[config.mk]
export PLATFORM = sky130hd
export DESIGN_NAME = lms_coef_update
export DESIGN_NICKNAME = d
export VERILOG_FILES = /design/src/rtl/eq_pkg.sv /design/src/rtl/lms_coef_update_mac.sv /design/src/rtl/lms_coef_update.sv
export SDC_FILE = /design/constraint.sdc
export NUM_CORES = 2
export LEC_CHECK = 0
export ABC_AREA = 1
export BUFFER_PORTS_ARGS = -buffer_cell sky130_fd_sc_hd__buf_4
export CAP_MARGIN = 5
export CORE_AREA = 4 4 290 264
export CTS_BUF_LIST = sky130_fd_sc_hd__clkbuf_4
export CTS_CLUSTER_SIZE = 12
export DETAILED_ROUTE_END_ITERATION = 6
export DIE_AREA = 0 0 294 268
export PLACE_DENSITY_LB_ADDON = 0.3
export SLEW_MARGIN = 5
export SYNTH_ARGS = -nofsm -noshare
export SYNTH_HDL_FRONTEND = slang
export SYNTH_SLANG_ARGS = --single-unit
[constraint.sdc]
create_clock -name clk -period 15 [get_ports clk]
set_clock_uncertainty 0.15 [all_clocks]
set_input_delay 3 -clock clk [delete_from_list [all_inputs] [get_ports clk]]
set_output_delay 3 -clock clk [all_outputs]
set_load 0.01 [all_outputs]
[src/rtl/eq_pkg.sv]
// Shared types and helpers for the 16-tap equalizer and its LMS coefficient engine.
package eq_pkg;

   localparam int NTAPS = 16;
   localparam int DW    = 16;

   typedef logic signed [DW-1:0] sample_t;
   typedef logic signed [DW-1:0] coef_t;
   typedef coef_t coef_arr_t [NTAPS];

   typedef enum logic [1:0] {IDLE, UPD, COMMIT} lms_state_t;

   localparam coef_t COEF_MAX = {1'b0, {(DW-1){1'b1}}};
   localparam coef_t COEF_MIN = {1'b1, {(DW-1){1'b0}}};

   // Clamp a wide signed value into the Q1.15 range.
   function automatic coef_t sat16(input logic signed [2*DW-1:0] v);
      if (v > (2*DW)'(COEF_MAX))
         return COEF_MAX;
      else if (v < (2*DW)'(COEF_MIN))
         return COEF_MIN;
      else
         return coef_t'(v[DW-1:0]);
   endfunction

endpackage

[src/rtl/lms_coef_update_mac.sv]
// Single-tap LMS update w + step, saturated; time-shared across all taps.
// LMS_SIGN_SIGN_EN selects the multiplier-free sign-sign step.
module lms_tap_mac
   import eq_pkg::*;
#(
`ifdef LMS_SIGN_SIGN_EN
   parameter int SS_STEP  = 16
`else
   parameter int MU_SHIFT = 4
`endif
) (
   input  sample_t err,
   input  sample_t x,
   input  coef_t   w,
   output coef_t   w_nxt
);

   logic signed [2*DW-1:0] step;
   logic signed [2*DW-1:0] w_sum;

`ifdef LMS_SIGN_SIGN_EN
   always_comb begin
      step = '0;
      if (err != '0 && x != '0)
         step = (err[DW-1] ^ x[DW-1]) ? -(2*DW)'(SS_STEP) : (2*DW)'(SS_STEP);
   end
`else
   logic signed [2*DW-1:0] prod;

   // Q1.15 * Q1.15 leaves 15 extra fraction bits; mu folds into the same floor shift.
   assign prod = (2*DW)'(err) * (2*DW)'(x);
   assign step = prod >>> (15 + MU_SHIFT);
`endif

   assign w_sum = (2*DW)'(w) + step;
   assign w_nxt = sat16(w_sum);

endmodule

[src/rtl/lms_coef_update.sv]
// LMS coefficient engine: serial per-tap update into a shadow bank, atomic commit to coef.
// Optional build macro LMS_SIGN_SIGN_EN selects sign-sign adaptation.
module lms_coef_update
   import eq_pkg::*;
#(
`ifdef LMS_SIGN_SIGN_EN
   parameter int    SS_STEP     = 16,
`else
   parameter int    MU_SHIFT    = 4,
`endif
   parameter int    CENTER_TAP  = 7,
   parameter coef_t INIT_CENTER = 16'sh7FFF
) (
   input  logic      clk,
   input  logic      rst,
   input  logic      smp_valid,
   output logic      smp_ready,
   input  sample_t   xn,
   input  sample_t   dn,
   input  sample_t   yn,
   input  logic      adapt_en,
   input  logic      coef_clr,
   output coef_arr_t coef,
   output logic      coef_upd
);

   localparam int            KW     = $clog2(NTAPS);
   localparam logic [KW-1:0] K_LAST = KW'(NTAPS - 1);

   lms_state_t        state, state_nxt;
   logic [KW-1:0]     k;
   sample_t           err;
   sample_t           x_win [NTAPS];
   coef_arr_t         shadow;
   coef_t             tap_nxt;
   logic signed [DW:0] diff;
   logic              accept;

   function automatic coef_arr_t init_bank();
      coef_arr_t b;
      for (int i = 0; i < NTAPS; i++)
         b[i] = (i == CENTER_TAP) ? INIT_CENTER : '0;
      return b;
   endfunction

   assign smp_ready = (state == IDLE);
   assign accept    = smp_valid & smp_ready;
   assign diff      = (DW+1)'(dn) - (DW+1)'(yn);

   lms_tap_mac #(
`ifdef LMS_SIGN_SIGN_EN
      .SS_STEP  (SS_STEP)
`else
      .MU_SHIFT (MU_SHIFT)
`endif
   ) u_mac (
      .err   (err),
      .x     (x_win[k]),
      .w     (shadow[k]),
      .w_nxt (tap_nxt)
   );

   always_comb begin
      state_nxt = state;
      case (state)
         IDLE:    if (accept && adapt_en) state_nxt = UPD;
         UPD:     if (k == K_LAST) state_nxt = COMMIT;
         COMMIT:  state_nxt = IDLE;
         default: state_nxt = IDLE;
      endcase
   end

   always_ff @(posedge clk) begin
      if (rst) begin
         state    <= IDLE;
         k        <= '0;
         err      <= '0;
         x_win    <= '{default: '0};
         shadow   <= init_bank();
         coef     <= init_bank();
         coef_upd <= 1'b0;
      end else if (coef_clr) begin
         // Abort: the half-written shadow is discarded, the sample window is kept.
         state    <= IDLE;
         k        <= '0;
         shadow   <= init_bank();
         coef     <= init_bank();
         coef_upd <= 1'b0;
      end else begin
         state    <= state_nxt;
         coef_upd <= (state == COMMIT);
         if (accept) begin
            x_win[0] <= xn;
            for (int i = NTAPS - 1; i > 0; i--)
               x_win[i] <= x_win[i-1];
            err <= sat16((2*DW)'(diff));
         end
         if (state == UPD) begin
            shadow[k] <= tap_nxt;
            k         <= (k == K_LAST) ? '0 : k + KW'(1);
         end
         if (state == COMMIT)
            coef <= shadow;
      end
   end

endmodule

==> reports/metrics.yaml <==
outcome:
  status: "complete, no violations"
layout:
  fin_util_pct: 65.65
  final_common_cell: "nor2_1"
  n_fill_cell: 6480
  syn_to_final_growth_pct: 10.65
  layout-drive-gt1-share_pct: 11.62
  final_cell_mix: "nor2_1 (1148), o21ai_0 (822), dfxtp_1 (789)"
  nets: 6532
worst_setup_path:
  slowest_delay_ps: 890
  end_kind: "flip-flop"
  critPathSlowestCell: "fa_1"
  cp-start-kind: "flip-flop"
  cp_data_arrival_time_ps: 12640
  critPathKind: "flip-flop to flip-flop"
  cp.required_ps: 15810
  cp_common_cell: "nand2_1"
  crit_fanout: 58
clock_tree:
  cts_buffers: 193
  clk_pin_slew_ps: 70
  clk_path_buf_depth: 3
  htree_levels: 4
  cts_num_sinks: 791
  clock_latency_ps: 1070
  clockRootBuffer: "clkbuf_4"
  cts_tree: "built"
  post_cts_resized: 0
  post_cts_buffers: 0
  cts_hold_buffers: 0
sta:
  rsz0062_at_grt: "false"
  worst_pin_slew_ps: 1231
  fin_crit_ps: 11830
  period_share_pct: 78.88
  slew_headroom_pct: 17.64
  setup_ws_ps: 3168
  fmax_mhz: 84.52
  slew_viol_final: 0
  hold_viol: 0
  finalSetupViolCount: 0
  tns_ps: 0
detailed_routing:
  drc: 0
  wl_met1_um: 54450
  vias: 40930
  wl_met2_um: 59350
  drtPass1Iterations: 7
  top_layer: "met4"
  wl_met3_um: 14840
  via_per_inst: 5.669
  wirelength_um: 134500
  routedWlPerCell_um: 18.63
  drt_iter0_drc: 5209
  ant_nets: 0
synth:
  avgSynthCellArea_um2: 7.354
  synthArstFlopShare_pct: 0
  synth_area_um2: 43800
  synth_edf_count: 0
  synth_flop_cell: "dfxtp_1"
  ys_types: 51
  synth_seq_cells: 791
  synth_nets: 6385
  synth_top_cell_area_share_pct: 36.15
  synth.area.top_cells: "dfxtp_1 (36%), fa_1 (12%), nor2_1 (9.9%)"
  ys_seq_area_share_pct: 36.15
  yosysWarnings: 0
  yosysTopAreaCell: "dfxtp_1"
  synthCells: 5956
global_route:
  grt_util_all_layers_pct: 33.59
  grt_pass1_wl_um: 211100
  grt_pass1_vias: 38170
  grt_max_degree: 306
  antenna_found_initial: 3
  grt_overflow: 0
min_path:
  hold_path.class: "flip-flop to flip-flop"
floorplanning:
  die_x_um: 294
  start_util_pct: 59.34
  fp.coreArea_um2: 73810
  die_h_um: 268
  rows: 95
  ios: 311
  die-area_um2: 78790
power:
  vdd_drop_max_mv: 0.2076
  p_leak_uw: 0.02319
  p_per_area_nw_per_um2: 118.4
  power.total_uw: 5736
place:
  dp_hpwl_um: 89750
  dp_slack_ps: 3392
  io_buffers: 310
  place_congestion: 0.9759
flow_run:
  max-cap-violations: 0
stage by stage:
step                area, um^2  hold slack (ps)  std cells
CTS                      48450            297.7       7216
detailed placement       46030            296.8       6878
finish                   48460            312.8       7220
floorplan                43800            285.8       5956
global placement         46030            294.2       6878
global route             48460            329.9       7219
synthesized netlist by cell type, types with 3 or more instances:
cell type  number
nor2_1       1157
o21ai_0       822
dfxtp_1       791
inv_1         767
nand2_1       620
a21oi_1       505
clkbuf_1      312
fa_1          263
nand3_1       211
ha_1          113
o22ai_1        59
xor2_1         38
buf_2          29
a21oi_2        28
buf_1          25
nand4_1        22
buf_4          18
buf_6          14
nor3_1         14
a211oi_1       13
a221oi_1       13
nand2_2        12
a22o_1         11
clkinv_1       11
nand2_4        10
nand3_2        10
o21bai_1       10
xnor2_1        10
o211ai_1        7
a32o_1          6
inv_2           4
o21a_1          4
nor4_1          3
per-layer routing:
metal	vias up	track usage (%)
li1	19310	-
met1	19070	45.85
met2	2222	50.94
met3	339	8.231
met4	0	15.25
met5	-	0
worst paths after layout:
check	from	slack (ps)	cells after the start	endpoint
hold reg to reg	coef[134]	310	2	coef[134]
setup / recovery	k[1]	3170	45	shadow[131]
hold / removal	coef[134]	310	2	coef[134]
setup reg to reg	k[1]	3170	45	shadow[131]
cell families after synthesis:
| family | synth area share, % |
|---|---|
| AND/OR/NAND/NOR | 18.91 |
| AO/OA/AOI/OAI | 18.06 |
| buffers and inverters | 10.67 |
| flip-flops | 36.15 |
| adder cells (fa/ha/maj) | 15.25 |
| XOR/XNOR | 0.9599 |
power by group:
group | switching [uW] | internal, uW
logic | 1360 | 403
clock network | 914 | 860
registers | 45.3 | 2150
total | 2320 | 3410
critical path: cells and delay by family, from the launching register on:
| kind | cells | cell delay [ps] |
|---|---|---|
| xor+xnor | 1 | 190 |
| flops | 1 | 350 |
| compound gates | 10 | 1750 |
| fa+ha+maj | 8 | 4140 |
| buf+inv | 8 | 1830 |
| simple gates | 18 | 3280 |
sequential cells by signal, summed over array words and instances, names as in the netlist:
name	flops
err	16
shadow	256
state	2
coef_upd	1
x_win	256
coef	256
k	4
area by class of cell:
cell class	count	area, um^2	area share, %
inverters	783	2959	6.106
clock buffers	270	2027	4.182
diodes	4	10.01	0.02065
repair buffers	352	2680	5.530
clock inverters	68	391.6	0.8081
flip-flops and latches	791	15840	32.69
well taps	970	1214	2.504
multi-input cells	3982	23340	48.16
Power figures use the tool's default switching activity.
